--- src/rtl/squeeze_scheduler_if.sv ---
// squeeze_scheduler_if
//   Groups the control/handshake signals of the SHAKE squeeze scheduler.
//   master : the scheduler side (drives hand-off, permutation request, status)
//   slave  : the environment side (start request, dump-stage and Keccak-core
//            feedback)
//
// Handshake semantics (all signals sampled on the rising clock edge):
//   - start is a one-cycle request, honoured only while the scheduler is idle;
//     out_len is captured in the same cycle.
//   - output_buffer_we_out is a one-cycle pulse that hands over the current
//     state block. It is only issued after output_buffer_available_wr was seen
//     high. The dump stage must drop available within three cycles of a
//     hand-off, so one available level never produces two writes.
//   - perm_start is a one-cycle request. perm_done is a one-cycle pulse from the
//     core and is only listened to while a permutation is outstanding.
//   - last_output_block_out and last_block_bytes qualify output_buffer_we_out.
//
// Ports:
//   start, out_len, output_buffer_available_wr, perm_done      -> scheduler
//   output_buffer_we_out, last_output_block_out, last_block_bytes,
//   perm_start, busy, done, block_count, state_dbg             <- scheduler
interface squeeze_scheduler_if #(
  parameter int LEN_W = 32
);
  logic             start;
  logic [LEN_W-1:0] out_len;
  logic             output_buffer_available_wr;
  logic             perm_done;
  logic             output_buffer_we_out;
  logic             last_output_block_out;
  logic [7:0]       last_block_bytes;
  logic             perm_start;
  logic             busy;
  logic             done;
  logic [LEN_W-1:0] block_count;
  logic [2:0]       state_dbg;

  modport master (
    input  start,
    input  out_len,
    input  output_buffer_available_wr,
    input  perm_done,
    output output_buffer_we_out,
    output last_output_block_out,
    output last_block_bytes,
    output perm_start,
    output busy,
    output done,
    output block_count,
    output state_dbg
  );

  modport slave (
    output start,
    output out_len,
    output output_buffer_available_wr,
    output perm_done,
    input  output_buffer_we_out,
    input  last_output_block_out,
    input  last_block_bytes,
    input  perm_start,
    input  busy,
    input  done,
    input  block_count,
    input  state_dbg
  );
endinterface

--- src/rtl/squeeze_scheduler.sv ---
// squeeze_scheduler
//   Sequences the SHAKE squeeze phase: hands rate-sized state blocks to the
//   dump stage, requests a Keccak permutation between blocks, and flags the
//   final block together with its count of valid bytes.
//
// Parameters:
//   RATE_BYTES : squeeze rate in bytes (1..255)
//   LEN_W      : width of the requested output length
//
// Ports:
//   clk : rising-edge clock
//   rst : asynchronous active-low reset
//   bus : squeeze_scheduler_if.master (see interface for signal semantics);
//         bus.state_dbg exposes the current FSM state.
//
// All outputs are flops loaded from the next state, so each output is a pure
// function of the state being entered and no input reaches an output
// combinationally.
module squeeze_scheduler #(
  parameter int RATE_BYTES = 136,
  parameter int LEN_W      = 32
) (
  input  logic                 clk,
  input  logic                 rst,
  squeeze_scheduler_if.master  bus
);

  typedef enum logic [2:0] {
    S_IDLE       = 3'd0,
    S_WAIT_AVAIL = 3'd1,
    S_ISSUE      = 3'd2,
    S_PERMUTE    = 3'd3,
    S_WAIT_PERM  = 3'd4,
    S_DONE       = 3'd5
  } state_t;

  localparam logic [LEN_W-1:0] RATE_L = LEN_W'(RATE_BYTES);

  state_t           state_q;
  state_t           state_d;
  logic [LEN_W-1:0] remaining_q;
  logic [LEN_W-1:0] block_count_q;
  logic             we_q;
  logic             last_q;
  logic [7:0]       bytes_q;
  logic             perm_start_q;
  logic             busy_q;
  logic             done_q;
  logic             final_block;

  // remaining only changes when leaving ISSUE, so it is already stable in
  // WAIT_AVAIL and can qualify the registered last/bytes outputs loaded on
  // the edge into ISSUE. An exact multiple of the rate therefore ends with
  // remaining == RATE_BYTES, never 0.
  assign final_block = (remaining_q <= RATE_L);

  always_comb begin
    state_d = state_q;
    unique case (state_q)
      S_IDLE: begin
        if (bus.start) begin
          state_d = (bus.out_len == '0) ? S_DONE : S_WAIT_AVAIL;
        end
      end
      S_WAIT_AVAIL: begin
        if (bus.output_buffer_available_wr) state_d = S_ISSUE;
      end
      S_ISSUE: begin
        state_d = final_block ? S_DONE : S_PERMUTE;
      end
      S_PERMUTE: begin
        state_d = S_WAIT_PERM;
      end
      S_WAIT_PERM: begin
        if (bus.perm_done) state_d = S_WAIT_AVAIL;
      end
      S_DONE: begin
        state_d = S_IDLE;
      end
      default: begin
        state_d = S_IDLE;
      end
    endcase
  end

  always_ff @(posedge clk or negedge rst) begin
    if (!rst) begin
      state_q       <= S_IDLE;
      remaining_q   <= '0;
      block_count_q <= '0;
      we_q          <= 1'b0;
      last_q        <= 1'b0;
      bytes_q       <= 8'd0;
      perm_start_q  <= 1'b0;
      busy_q        <= 1'b0;
      done_q        <= 1'b0;
    end else begin
      state_q <= state_d;

      if (state_q == S_IDLE && bus.start) begin
        remaining_q   <= bus.out_len;
        block_count_q <= '0;
      end

      if (state_q == S_ISSUE) begin
        block_count_q <= block_count_q + LEN_W'(1);
        if (!final_block) remaining_q <= remaining_q - RATE_L;
      end

      we_q         <= (state_d == S_ISSUE);
      last_q       <= (state_d == S_ISSUE) && final_block;
      // RATE_BYTES <= 255, so a final remaining value always fits in 8 bits.
      bytes_q      <= ((state_d == S_ISSUE) && final_block) ? remaining_q[7:0] : 8'd0;
      perm_start_q <= (state_d == S_PERMUTE);
      busy_q       <= (state_d != S_IDLE);
      done_q       <= (state_d == S_DONE);
    end
  end

  assign bus.output_buffer_we_out  = we_q;
  assign bus.last_output_block_out = last_q;
  assign bus.last_block_bytes      = bytes_q;
  assign bus.perm_start            = perm_start_q;
  assign bus.busy                  = busy_q;
  assign bus.done                  = done_q;
  assign bus.block_count           = block_count_q;
  assign bus.state_dbg             = state_q;

endmodule

--- src/flat_wrapper.sv ---
// flat-port wrapper written by rule: the top's interface ports become plain ports
module squeeze_scheduler_flat 
#(
  parameter int RATE_BYTES = 136,
  parameter int LEN_W      = 32
)
  (clk, rst, bus_start, bus_out_len, bus_output_buffer_available_wr, bus_perm_done, bus_output_buffer_we_out, bus_last_output_block_out, bus_last_block_bytes, bus_perm_start, bus_busy, bus_done, bus_block_count, bus_state_dbg);
  squeeze_scheduler_if #(.LEN_W(LEN_W)) bus_i ();
  input  logic clk;
  input  logic rst;
  input wire logic [$bits(bus_i.start)-1:0] bus_start;
  input wire logic [$bits(bus_i.out_len)-1:0] bus_out_len;
  input wire logic [$bits(bus_i.output_buffer_available_wr)-1:0] bus_output_buffer_available_wr;
  input wire logic [$bits(bus_i.perm_done)-1:0] bus_perm_done;
  output wire logic [$bits(bus_i.output_buffer_we_out)-1:0] bus_output_buffer_we_out;
  output wire logic [$bits(bus_i.last_output_block_out)-1:0] bus_last_output_block_out;
  output wire logic [$bits(bus_i.last_block_bytes)-1:0] bus_last_block_bytes;
  output wire logic [$bits(bus_i.perm_start)-1:0] bus_perm_start;
  output wire logic [$bits(bus_i.busy)-1:0] bus_busy;
  output wire logic [$bits(bus_i.done)-1:0] bus_done;
  output wire logic [$bits(bus_i.block_count)-1:0] bus_block_count;
  output wire logic [$bits(bus_i.state_dbg)-1:0] bus_state_dbg;
  assign bus_i.start = bus_start;
  assign bus_i.out_len = bus_out_len;
  assign bus_i.output_buffer_available_wr = bus_output_buffer_available_wr;
  assign bus_i.perm_done = bus_perm_done;
  assign bus_output_buffer_we_out = bus_i.output_buffer_we_out;
  assign bus_last_output_block_out = bus_i.last_output_block_out;
  assign bus_last_block_bytes = bus_i.last_block_bytes;
  assign bus_perm_start = bus_i.perm_start;
  assign bus_busy = bus_i.busy;
  assign bus_done = bus_i.done;
  assign bus_block_count = bus_i.block_count;
  assign bus_state_dbg = bus_i.state_dbg;
  squeeze_scheduler #(.RATE_BYTES(RATE_BYTES), .LEN_W(LEN_W)) u_core (.clk(clk), .rst(rst), .bus(bus_i));
endmodule
--- config.mk ---
export PLATFORM = sky130hd
export DESIGN_NAME = squeeze_scheduler_flat
export DESIGN_NICKNAME = d
export VERILOG_FILES = /design/src/rtl/squeeze_scheduler_if.sv /design/src/rtl/squeeze_scheduler.sv /design/src/flat_wrapper.sv
export SDC_FILE = /design/constraint.sdc
export NUM_CORES = 1
export LEC_CHECK = 0
export CORE_ASPECT_RATIO = 1.5
export CORE_MARGIN = 4
export CORE_UTILIZATION = 40
export CTS_BUF_LIST = sky130_fd_sc_hd__clkbuf_8
export DETAILED_ROUTE_END_ITERATION = 16
export PLACE_DENSITY_LB_ADDON = 0.15
export RECOVER_POWER = 25
export SLEW_MARGIN = 15
export SYNTH_ARGS = -nofsm -noshare
export SYNTH_HDL_FRONTEND = slang
export SYNTH_SLANG_ARGS = --single-unit
--- constraint.sdc ---
create_clock -name clk -period 2.4 [get_ports clk]
set_input_delay 0.72 -clock clk [delete_from_list [all_inputs] [get_ports clk]]
set_output_delay 0.72 -clock clk [all_outputs]
set_load 0.02 [all_outputs]
Yosys cells after proc, flatten, opt, wreduce, memory -nomap -nowiden
Cells that the tools add are included.

Magnitude comparators: 1. Muxes and demuxes: 12. Equal/unequal tests: 7. Reductions and logical operators: 6. $add $sub $neg: 2.

Operator list (count): 32-bit 2-to-1 mux (5); 32-bit by 1-bit adder with 32-bit output (second input constant) (1); 32-bit by 8-bit less-or-equal comparator with 1-bit output (second input constant) (1); 32-bit zero test (1); 32-bit by 8-bit subtractor with 32-bit output (second input constant) (1); 3-bit 2-to-1 mux (5); 3-bit case mux with 5 select lines (1); 3-bit by 2-bit == test with 1-bit output (second input constant) (4); 8-bit 2-to-1 mux (1); 3-bit == test (second input constant) (2); 3-bit by 1-bit == test with 1-bit output (second input constant) (1); 3-bit zero test (1); 3-bit nonzero test (1); 1-bit logical AND (2); 2-bit nonzero test (1).

Register bits: 80. Input bits: 37. Output and inout bits: 48. Word-level logic and storage cells: 37.

Longest topological paths before layout
Gate-level depths: netlist of run 1.

Word-level depth: 7. Mapped depth: 10. Gate-level depth less buffers: 7.

Worst setup path after synthesis of run 1
No wires, ideal clock.

Path type: register to register. From: register u_core.remaining_q[20]. To: register u_core.remaining_q[8]. Stages on the path, launching flop included: 9. Library setup time: 124 ps. Slack: -266 ps. Buffers on the path: 2. Arrival time: 2542 ps. Required time: 2276 ps. Clock period less this slack: 2666 ps. Cell sequence: dfrtp_1 or4_1 or4_1 buf_2 o31ai_4 inv_2 buf_6 a32o_1 a211o_1.

Cells in the longest elaborated chain, start to end: 3.

Ends and longest elaborated chain: start: declaration (line squeeze_scheduler.sv:41) `logic [LEN_W-1:0] remaining_q;`; start signal: assignment (line squeeze_scheduler.sv:101) `remaining_q <= bus.out_len;`; start signal: assignment (line squeeze_scheduler.sv:107) `if (!final_block) remaining_q <= remaining_q - RATE_L;`; 32-bit by 8-bit less-or-equal comparator with 1-bit output (line squeeze_scheduler.sv:55) `assign final_block = (remaining_q <= RATE_L);`; 32-bit 2-to-1 mux (line squeeze_scheduler.sv:107); 32-bit 2-to-1 mux (line squeeze_scheduler.sv:105) `if (state_q == S_ISSUE) begin`.

No other way between the ends. A chain may end at the register's enable or synchronous reset.

Final worst setup path of run 1
From: register u_core.remaining_q[30]. To: register u_core.remaining_q[8].

The elaborated chain is that of the path after synthesis.

==> summary.md, run 1 <==
| Metric | Value |
|---|---|
| Outcome | complete, but fails checks |
| Failing checks | negative setup slack |
| EDFF count, synth | 0 |
| WP data required | 2.64 ns |
| Critical Path AT | around 2.8 ns |
| Routed via count | 4360 |
| Setup Viol. Count Final | 25 |
| RSZ-0062 raised after global routing | true |
| Pwr dens | slightly above 900 mW/mm² |
| Min Tclk post-route | approximately 2.5 ns |
| GRT Util Overall | roughly a fifth |
| Worst-path clk slew | 0.08 ns |
| Final GP Congestion | 0.914 |
| Slowest CP cell | or4_4 |
| Core footprint | ~0.011 mm² |
| Maximum vdd drop | roughly 0.00043 V |
| Sink Count | 80 |
| Synth Warn # | 0 |
| Gr ovfl total | 0 |
| Synth async-reset ratio | 100% |
| Initial Utilization | just over 40% |
| # diodes | 0 |
| CTS tree | done |
| Insertion delay to the later sink of the worst-skew pair | about 0.36 ns |
| Post-Syn Area | between 0.004 and 0.005 mm² |
| Cell count after synthesis | between 400 and 500 |
| Largest stage delay, worst path | 0.54 ns |
| First-pass GRT wire length | ~21000 µm |
| WHS | approximately 0.48 ns |
| CTS Buf Count | 9 |
| DRC | 0 |
| Clock Path Buffers | 2 |
| Hold Path Class | input pin to async pin |
| Worst-Margin Slew | 0.894 ns |
| Fin worst setup slack | -0.141 ns |
| Htree depth | 3 |
| Relative slew slack | 40.4% |
| Clock root cell | clkbuf_8 |
| Final core utilization | approximately three fifths |
| Initial DRC Count | about 220 |
| Number of global-route vias before repair | roughly 4200 |
| DR WL/cell | roughly 18 µm |
| Final hold vios | 0 |
| Worst R2R Setup Slack | -0.14 ns |
| Die height | 135 µm |
| Mapped Avg Cell Area | 9.16 µm² |
| Met1 Track Usage GR | 23.8% |
| Synth Net Count | a little over 500 |
| Ports | 85 |
| Max Cap Viol | 0 |
| Die area | 0.0125 mm² |
| Final ANT Viol Nets | 0 |
| R2r worst-path depth | 8 |
| Share of layout cells above drive strength 1 | 23.6% |
| Final Instance Area | 0.00619 mm² |
| Nets | between 600 and 700 |
| Sequential fraction of the synthesis area | between 40% and 50% |
| Vias per cell | around 5.8 |
| CP startpoint kind | register |
| Met3 Track Usage GR | under 10% |
| Clock skew | around 0.012 ns |
| Type of the worst setup path | register to register |
| Leakage | ~2.5 nW |
| DPL Wire Length | roughly 9700 µm |
| Fmax | around 390 MHz |
| Core Rows | 46 |
| Layout filler cell count | about 930 |
| Worst-path fanout max | 5 |
| Synth-to-Final Area Change | 44.2% |
| Period utilisation layout | 106% |
| Slew Viols, Final | 0 |
| Final WL | 13300 µm |
| Most used DFF post-synth | dfrtp_1 |
| Number of synthesized register bits | 80 |
| Synth unique cells | between 50 and 60 |
| Initial antenna violation count | 0 |
| Post-place setup slack | -0.191 ns |
| Most Crowded Layer GR | met2 |
| Port bufs | 84 |
| Met2 usage | around two fifths |
| Cells along the critical path | or4_4, or4_4, o31ai_4, buf_4, buf_6, buf_4, nor3_1, a211o_1 |
| Largest net degree at the start of global routing | 35 |
| First-pass DRT Iterations | 5 |
| Cts hold-fix bufs | 0 |
| Crit. End Element | register |
| Placed cell area | between 0.005 and 0.006 mm² |
| Die width | 92.6 µm |
| Tot Pwr | 5.79 mW |
sequential cells by signal (all words and copies together), names as in the netlist:
| name | flops |
|---|---|
| u_core.bus.last_output_block_out | 1 |
| u_core.bus.done | 1 |
| u_core.remaining_q | 32 |
| u_core.bus.block_count | 32 |
| u_core.bus.output_buffer_we_out | 1 |
| u_core.bus.last_block_bytes | 8 |
| u_core.bus.busy | 1 |
| u_core.bus.state_dbg | 3 |
| u_core.bus.perm_start | 1 |
logic make-up after synthesis:
kind of cell / count (synthesis) / share of synthesized area, %
buf+inv: 43 / 4.05
fa+ha+maj: 2 / 0.582
compound gates: 109 / 18.1
simple gates: 221 / 27.3
flops: 80 / 46.6
mux: 14 / 3.29
worst max-delay path: cells and delay by family (launching register included):
kind	cells	cell delay, ns
buffers and inverters	3	0.40
and+or+nand+nor	3	1.10
DFF	1	0.38
AOI/OAI and AO/OA	2	0.55
timing repair:
action | in CTS | in global routing
endpoints found under the setup margin | 29 | 29
gates cloned | 0 | 2
buffers inserted | 0 | 8
resized for setup | 5 | 46
pin swaps | 1 | 12
worst paths after layout:
path,from,end
worst max-delay path,u_core.remaining_q[30]$_DFF_PN0_,u_core.remaining_q[8]$_DFF_PN0_
worst min-delay path,rst,u_core.remaining_q[5]$_DFF_PN0_
worst max register to register,u_core.remaining_q[30]$_DFF_PN0_,u_core.remaining_q[8]$_DFF_PN0_
worst min register to register,u_core.bus.block_count[31]$_DFFE_PN0P_,u_core.bus.block_count[31]$_DFFE_PN0P_
max in group asynchronous,rst,u_core.remaining_q[31]$_DFF_PN0_
min in group clk,u_core.bus.block_count[31]$_DFFE_PN0P_,u_core.bus.block_count[31]$_DFFE_PN0P_
cell type report:
cell class | instances | area, µm² | area share, %
multi-input combinational | 346 | 2350 | 37.9
sequential | 80 | 2000 | 32.3
timing repair buffer | 152 | 1430 | 23.1
tap | 144 | 180 | 2.91
clock buffer | 9 | 124 | 2.00
inverter | 18 | 67.6 | 1.09
clock inverter | 6 | 38.8 | 0.626
routing by layer:
metal,vias up,part of all wire (%)
met5,-,0
met4,0,4.3
met3,38,5.2
met2,155,54
met1,2114,37
li1,2053,-
synthesized netlist by cell type (5+ instances only):
library cell	n	area [µm²]
dfrtp_1	80	2000
nand2_1	42	158
nor3_1	37	185
nor2_1	32	120
a21oi_1	22	110
o21ai_0	22	110
clkbuf_1	20	75.1
nor4_1	19	119
nand3_1	18	90.1
inv_1	17	63.8
mux2i_1	13	130
nand4_1	13	81.3
and2_1	12	75.1
and3_1	10	62.6
o31ai_1	10	75.1
o211ai_1	9	67.6
or2_2	8	50.1
or4_1	8	60.1
or3_1	6	37.5
o41ai_1	5	43.8
where the power goes:
group	switching, mW	total, mW	internal (mW)	leakage [nW]
combinational	1.54	2.95	1.41	1.40
clock	0.499	0.863	0.364	0.0745
sequential	0.296	1.98	1.68	1.02
total	2.33	5.79	3.46	2.49
stage by stage:
stage | instances | TNS (ns)
2_1_floorplan | 469 | -0.616
3_3_place_gp | 730 | -4.55
3_5_place_dp | 730 | -5.59
4_1_cts | 745 | -2.61
5_1_grt | 755 | -3.59
6_report | 755 | -1.70
cells in the final DEF (no fill, tap or decap), types with 8 or more instances in the layout:
master	instances
clkdlybuf4s50_1	83
nor2_1	31
and2_1	12
inv_1	18
nor3_2	11
mux2i_1	13
o211ai_1	9
a21oi_1	15
nand4_1	13
clkbuf_8	9
o21ai_0	20
nand3_1	18
buf_4	57
o31ai_1	8
or2_2	8
nand2_1	42
nor3_1	23
dfrtp_1	80
nor4_1	17
Note: power is estimated with default switching activity, not from simulation.
==> inputs of run 2 (changes only) <==
==> constraint.sdc (replaced) <==
create_clock -name clk -period 2.45 [get_ports clk]
set_input_delay 0.735 -clock clk [delete_from_list [all_inputs] [get_ports clk]]
set_output_delay 0.735 -clock clk [all_outputs]
set_load 0.02 [all_outputs]
==> run 2 against run 1 <==
Against the previous run:
- the flow finishes with violations (max-capacitance violations, max-slew violations, negative setup slack)
- clock power grew 27%
- critical path depth fell by 1
- non-clock buffer count fell by 7
- cell count down 0.79%
- flip-flop and latch count stayed put
- global-route usage rose by 0.24 points
- maximum frequency shrank 1.6%
- clock skew fell by 0.0030 ns
- design area shrank 3.0%
- first-iteration DRC count decreased by 11%
- utilization down 1.8 points
- critical path type unchanged
==> summary.md, run 2 (synthesis results as in run 1) <==
| Metric | Value |
|---|---|
| Outcome | complete, but fails checks (unchanged) |
| Failing checks | max-capacitance violations, max-slew violations, negative setup slack (was negative setup slack) |
| CTS tree | done (unchanged) |
| Critical Path AT | 2.83 ns (was 2.78 ns) |
| Most common cell after layout, fill and taps aside | clkdlybuf4s50_1 (unchanged) |
| Insertion delay to the later sink of the worst-skew pair | 0.36 ns (about the same) |
| Type of the worst setup path | register to register (unchanged) |
| Final ANT Viol Nets | 0 (unchanged) |
| Initial Utilization | 40.8% (unchanged) |
| Final hold vios | 0 (unchanged) |
| WP data required | 2.70 ns (was 2.64 ns) |
| Commonest non-fill, non-tap cells in the layout | 83 x clkdlybuf4s50_1, 80 x dfrtp_1, 53 x buf_4 (was 83 x clkdlybuf4s50_1, 80 x dfrtp_1, 57 x buf_4) |
| Initial DRC Count | 195 (was 218) |
| Maximum vdd drop | 0.000414 V (was 0.000428 V) |
| Min Tclk post-route | 2.58 ns (was 2.54 ns) |
| Initial antenna violation count | 0 (unchanged) |
| Pwr dens | 930 mW/mm² (was 935 mW/mm²) |
| WHS | 0.510 ns (was 0.480 ns) |
| Final Instance Area | 0.00600 mm² (was 0.00619 mm²) |
| Slew Viols, Final | 33 (was 0) |
| DRC | 0 (unchanged) |
| Synth-to-Final Area Change | 39.8% (was 44.2%) |
| First-pass GRT wire length | 21200 µm (was 20900 µm) |
| Fin worst setup slack | -0.133 ns (was -0.141 ns) |
| Post-place setup slack | -0.159 ns (was -0.191 ns) |
| Cts hold-fix bufs | 0 (unchanged) |
| Sink Count | 80 (unchanged) |
| Die area | 0.0125 mm² (unchanged) |
| Final WL | 12800 µm (was 13300 µm) |
| Share of layout cells above drive strength 1 | 18.3% (was 23.6%) |
| Clock Path Buffers | 2 (unchanged) |
| Fmax | 387 MHz (was 394 MHz) |
| Gr ovfl total | 0 (unchanged) |
| Leakage | 2.47 nW (was 2.49 nW) |
| Clock skew | 0.00877 ns (was 0.0117 ns) |
| Die height | 135 µm (unchanged) |
| Max Cap Viol | 1 (was 0) |
| Placed cell area | 0.00571 mm² (was 0.00573 mm²) |
| DPL Wire Length | 9630 µm (was 9700 µm) |
| Final core utilization | 57.0% (was 58.8%) |
| Worst-Margin Slew | 1.84 ns (was 0.894 ns) |
| Core footprint | 0.0105 mm² (unchanged) |
| # diodes | 0 (unchanged) |
| Ports | 85 (unchanged) |
| RSZ-0062 raised after global routing | true (unchanged) |
| Crit. End Element | register (unchanged) |
| Relative slew slack | -22.6% (was 40.4%) |
| DR WL/cell | 17.1 µm (was 17.6 µm) |
| Htree depth | 3 (unchanged) |
| Clock root cell | clkbuf_8 (unchanged) |
| Largest net degree at the start of global routing | 33 (was 35) |
| Port bufs | 84 (unchanged) |
| Hold Path Class | register to register (was input pin to async pin) |
| Setup Viol. Count Final | 18 (was 25) |
| CP startpoint kind | register (unchanged) |
| Number of global-route vias before repair | 4387 (was 4242) |
| Worst-path clk slew | 0.08 ns (about the same) |
| Nets | 639 (was 646) |
| GRT Util Overall | 21.4% (was 21.1%) |
| Layout filler cell count | 958 (was 931) |
| First-pass DRT Iterations | 7 (was 5) |
| Worst-path fanout max | 9 (was 5) |
| Core Rows | 46 (unchanged) |
| Die width | 92.6 µm (unchanged) |
| Vias per cell | 5.74 (was 5.77) |
| Period utilisation layout | 105% (was 106%) |
| Tot Pwr | 5.58 mW (was 5.79 mW) |
| Routed via count | 4298 (was 4360) |
| CTS Buf Count | 9 (unchanged) |
| Final GP Congestion | 0.856 (was 0.914) |
## run 2: layer usage
metal / up-vias / part of all wire [%] / GRT usage [%]
met5: - / 0 / 0
met4: 0 / 3.7 / 10.5
met3: 37 / 4.5 / 4.18
met2: 119 / 54 / 38.2
met1: 2114 / 38 / 24.1
li1: 2028 / - / -
## run 2: worst paths after layout
check | from | endpoint | slack [ns] | cells after the start
worst min register to register | u_core.bus.block_count[18]$_DFFE_PN0P_ | u_core.bus.block_count[18]$_DFFE_PN0P_ | 0.51 | 1
worst min-delay path | u_core.bus.block_count[18]$_DFFE_PN0P_ | u_core.bus.block_count[18]$_DFFE_PN0P_ | 0.51 | 1
worst max-delay path | u_core.remaining_q[30]$_DFF_PN0_ | u_core.remaining_q[8]$_DFF_PN0_ | -0.13 | 7
min in group asynchronous | rst | u_core.bus.block_count[23]$_DFFE_PN0P_ | 0.86 | 1
max in group asynchronous | rst | u_core.remaining_q[28]$_DFF_PN0_ | 0.20 | 2
worst max register to register | u_core.remaining_q[30]$_DFF_PN0_ | u_core.remaining_q[8]$_DFF_PN0_ | -0.13 | 7
## run 2: cell type report
| cell class | count | area [µm²] | area share [%] |
|---|---|---|---|
| Sequential cell | 80 | 2000 | 33.3 |
| Inverter | 18 | 67.6 | 1.13 |
| Timing Repair Buffer | 145 | 1340 | 22.3 |
| Multi-Input combinational cell | 346 | 2200 | 36.6 |
| Clock buffer | 10 | 138 | 2.29 |
| Clock inverter | 6 | 85.1 | 1.42 |
| Tap cell | 144 | 180 | 3.00 |
## run 2: through the flow
stage / cells / setup TNS, ns
3_3_place_gp: 728 / -3.14
2_1_floorplan: 469 / -0.144
5_1_grt: 749 / -7.02
4_1_cts: 747 / -1.31
3_5_place_dp: 728 / -4.58
6_report: 749 / -1.18
## run 2: worst max-delay path, cell delays in order (launching register included)
cell and delay [ns]:
dfrtp_1 0.39, or4_4 0.54, or4_4 0.52, o31ai_4 0.34
inv_2 0.10, buf_12 0.15, a32o_1 0.21, a211o_1 0.22
## run 2: repair_timing
action / in CTS / in global routing
endpoints found under the setup margin: 28 / 29
pin swaps: 2 / 8
setup buffers: 3 / 3
gates resized for setup: 3 / 11
## run 2: where the power goes
part	internal [mW]	switching, mW
Clock	0.598	0.498
Combinational	1.21	1.34
Sequential	1.65	0.291
Total	3.45	2.13
==> inputs of run 3 (changes only) <==
--- a/config.mk
+++ b/config.mk
@@ -5,9 +5,8 @@
 export SDC_FILE = /design/constraint.sdc
 export NUM_CORES = 1
 export LEC_CHECK = 0
-export CORE_ASPECT_RATIO = 1.5
 export CORE_MARGIN = 4
-export CORE_UTILIZATION = 40
+export CORE_UTILIZATION = 50
 export CTS_BUF_LIST = sky130_fd_sc_hd__clkbuf_8
 export DETAILED_ROUTE_END_ITERATION = 16
 export PLACE_DENSITY_LB_ADDON = 0.15
==> run 3 against run 2 <==
Against the previous run:
- the flow finishes with violations (max-capacitance violations, negative setup slack)
- combinational power rose by 2%
- first-iteration DRC count increased by 57%
- sequential power barely moved
- utilization is 15 points higher
- hold slack worse by 0.021 ns
- non-clock buffer count down 1
- global-route usage up 3.2 points
- critical endpoint unchanged
- largest power group unchanged
==> summary.md, run 3 (synthesis results as in run 1) <==
| Metric | Value |
|---|---|
| Outcome | complete, but fails checks (unchanged) |
| Failing checks | max-capacitance violations, negative setup slack (was max-capacitance violations, max-slew violations, negative setup slack) |
| DRC | 0 (unchanged) |
| Routed via count | 4338 (was 4298) |
| Worst R2R End | u_core.remaining_q[8]$_DFF_PN0_ (unchanged) |
| Hold Startpoint | u_core.bus.block_count[31]$_DFFE_PN0P_ (was u_core.bus.block_count[18]$_DFFE_PN0P_) |
| Setup tns final | -0.335 ns (was -1.18 ns) |
| Die area | 0.0101 mm² (was 0.0125 mm²) |
| Flop pwr share | 34.4% (was 34.7%) |
| First-pass GRT wire length | 19900 µm (was 21200 µm) |
| Type of the worst setup path | register to register (unchanged) |
| CTS Buf Count | 9 (unchanged) |
| Sink Count | 80 (unchanged) |
| Leakage | 2.45 nW (was 2.47 nW) |
| Gr ovfl total | 0 (unchanged) |
| Final WL | 12400 µm (was 12800 µm) |
| Final hold vios | 0 (unchanged) |
| Clock Path Buffers | 2 (unchanged) |
| Htree depth | 3 (unchanged) |
| Worst-path clk slew | 0.08 ns (about the same) |
| Setup Viol. Count Final | 19 (was 18) |
| Largest net degree at the start of global routing | 53 (was 33) |
| Core footprint | 0.00830 mm² (was 0.0105 mm²) |
| Final core utilization | 71.6% (was 57.0%) |
| Clock skew | 0.00741 ns (was 0.00877 ns) |
| Share of layout cells above drive strength 1 | 19.1% (was 18.3%) |
| Post-place setup slack | -0.121 ns (was -0.159 ns) |
| DPL Wire Length | 8950 µm (was 9630 µm) |
| Most common cell after layout, fill and taps aside | clkdlybuf4s50_1 (unchanged) |
| Hold Path Class | register to register (unchanged) |
| Net Sw Frac | 38.9% (was 38.2%) |
| Slew Viols, Final | 0 (was 33) |
| Fin worst setup slack | -0.0496 ns (was -0.133 ns) |
| RSZ-0062 raised after global routing | true (unchanged) |
| Clock power share | 19.6% (about the same) |
| Clock root cell | clkbuf_8 (unchanged) |
| CP startpoint kind | register (unchanged) |
| Critical Path AT | 2.75 ns (was 2.83 ns) |
| Vias per cell | 6.13 (was 5.74) |
| Die width | 101 µm (was 92.6 µm) |
| Number of global-route vias before repair | 4125 (was 4387) |
| Final ANT Viol Nets | 0 (unchanged) |
| Commonest non-fill, non-tap cells in the layout | 83 x clkdlybuf4s50_1, 80 x dfrtp_1, 57 x buf_4 (was 83 x clkdlybuf4s50_1, 80 x dfrtp_1, 53 x buf_4) |
| Port bufs | 84 (unchanged) |
| Hold Path Stages | 1 (unchanged) |
| Die height | 101 µm (was 135 µm) |
| Relative slew slack | 0.258% (was -22.6%) |
| Placed insts | 690 (was 728) |
| Worst-Margin Slew | 1.50 ns (was 1.84 ns) |
| Initial DRC Count | 306 (was 195) |
| DR WL/cell | 17.5 µm (was 17.1 µm) |
| Nets | 638 (was 639) |
| Cells along the critical path | or4_4, or4_4, o31ai_4, inv_2, buf_12, a32o_1, a211o_1 (unchanged) |
| Initial Utilization | 51.8% (was 40.8%) |
| Final Non-Filler Cells | 708 (was 749) |
| Largest stage delay, worst path | 0.55 ns (was 0.54 ns) |
| Insertion delay to the later sink of the worst-skew pair | 0.36 ns (about the same) |
| # diodes | 0 (unchanged) |
| Internal power | 3.44 mW (was 3.45 mW) |
| Min Tclk post-route | 2.50 ns (was 2.58 ns) |
| Initial antenna violation count | 0 (unchanged) |
| GRT Util Overall | 24.5% (was 21.4%) |
| Layout filler cell count | 642 (was 958) |
| Period utilisation layout | 102% (was 105%) |
| Final GP Congestion | 0.918 (was 0.856) |
| R2r worst-path depth | 7 (unchanged) |
| Core Rows | 33 (was 46) |
| Maximum vdd drop | 0.000605 V (was 0.000414 V) |
| WHS | 0.489 ns (was 0.510 ns) |
| Synth-to-Final Area Change | 38.3% (was 39.8%) |
| Psw | 2.19 mW (was 2.13 mW) |
| Worst-path fanout max | 17 (was 9) |
| Crit. End Element | register (unchanged) |
| Worst setup startpoint | u_core.remaining_q[25]$_DFF_PN0_ (was u_core.remaining_q[30]$_DFF_PN0_) |
| Hold EP | u_core.bus.block_count[31]$_DFFE_PN0P_ (was u_core.bus.block_count[18]$_DFFE_PN0P_) |
| Worst reg2reg startpoint | u_core.remaining_q[25]$_DFF_PN0_ (was u_core.remaining_q[30]$_DFF_PN0_) |
| First-pass DRT Iterations | 5 (was 7) |
| Tot Pwr | 5.64 mW (was 5.58 mW) |
| Worst R2R Setup Slack | -0.05 ns (was -0.13 ns) |
| Cell mode on critical path | or4_4 (unchanged) |
| Slowest CP cell | or4_4 (unchanged) |
| Max Cap Viol | 1 (unchanged) |
| Pwr dens | 949 mW/mm² (was 930 mW/mm²) |
| Final Instance Area | 0.00594 mm² (was 0.00600 mm²) |
| Logic pwr share | 46.0% (was 45.6%) |
| CTS tree | done (unchanged) |
| Ports | 85 (unchanged) |
| Placed cell area | 0.00565 mm² (was 0.00571 mm²) |
| Cts hold-fix bufs | 0 (unchanged) |
| WP data required | 2.70 ns (about the same) |
| Fmax | 400 MHz (was 387 MHz) |
-- run 3: cell types whose count changed in the layout (fill, tap and decap cells not counted), sizes merged --
cell | previous run | this run
clkinvlp | 0 | 1
clkbuf | 12 | 11
inv | 20 | 18
-- run 3: final cells by class --
class                   count  area, µm²  area share [%]
multi-input cells         346       2220            37.3
flip-flops and latches     80       2000            33.7
repair buffers            144       1310            22.0
clock buffers              10        138            2.32
well taps                 105        131            2.21
clock inverters             5       81.3            1.37
inverters                  18       67.6            1.14
-- run 3: how the worst max path moves through the flow --
stage	to	slack (ns)
after floorplan	u_core.remaining_q[8]$_DFF_PN0_	-0.06
after global placement	u_core.remaining_q[8]$_DFF_PN0_	-0.06
after detailed placement	u_core.remaining_q[8]$_DFF_PN0_	-0.12
after CTS	u_core.remaining_q[8]$_DFF_PN0_	-0.01
after global routing	u_core.remaining_q[22]$_DFF_PN0_	-0.10
final	u_core.remaining_q[8]$_DFF_PN0_	-0.05
-- run 3: power groups by stage --
stage               Combinational [mW]  Sequential (mW)  Clock (mW)
finish                            2.59             1.94        1.11
global route                      2.83             1.97        1.17
CTS                               2.47             1.92        1.13
detailed placement                2.46             1.93           0
global placement                  2.39             1.92           0
floorplan                         1.28             2.00           0
-- run 3: critical path, delay by kind of cell (launching register included) --
kind | cells | cell delay [ns]
AND/OR/NAND/NOR | 2 | 1.09
flip-flops | 1 | 0.41
AO/OA/AOI/OAI | 3 | 0.65
buffers and inverters | 2 | 0.23
-- run 3: timing repair --
action	CTS	global route
hold endpoints to repair	0	0
setup buffers	0	3
setup endpoints to repair	33	38
gates resized for setup	3	13
pin swaps	1	2
gates cloned	0	0
-- run 3: metal layers --
| layer | vias up | share of wire (%) | GRT usage [%] |
|---|---|---|---|
| met5 | - | 0 | 0 |
| met4 | 0 | 2.3 | 7.77 |
| met3 | 30 | 7.2 | 4.22 |
| met2 | 188 | 46 | 38.4 |
| met1 | 2088 | 44 | 34.7 |
| li1 | 2032 | - | - |
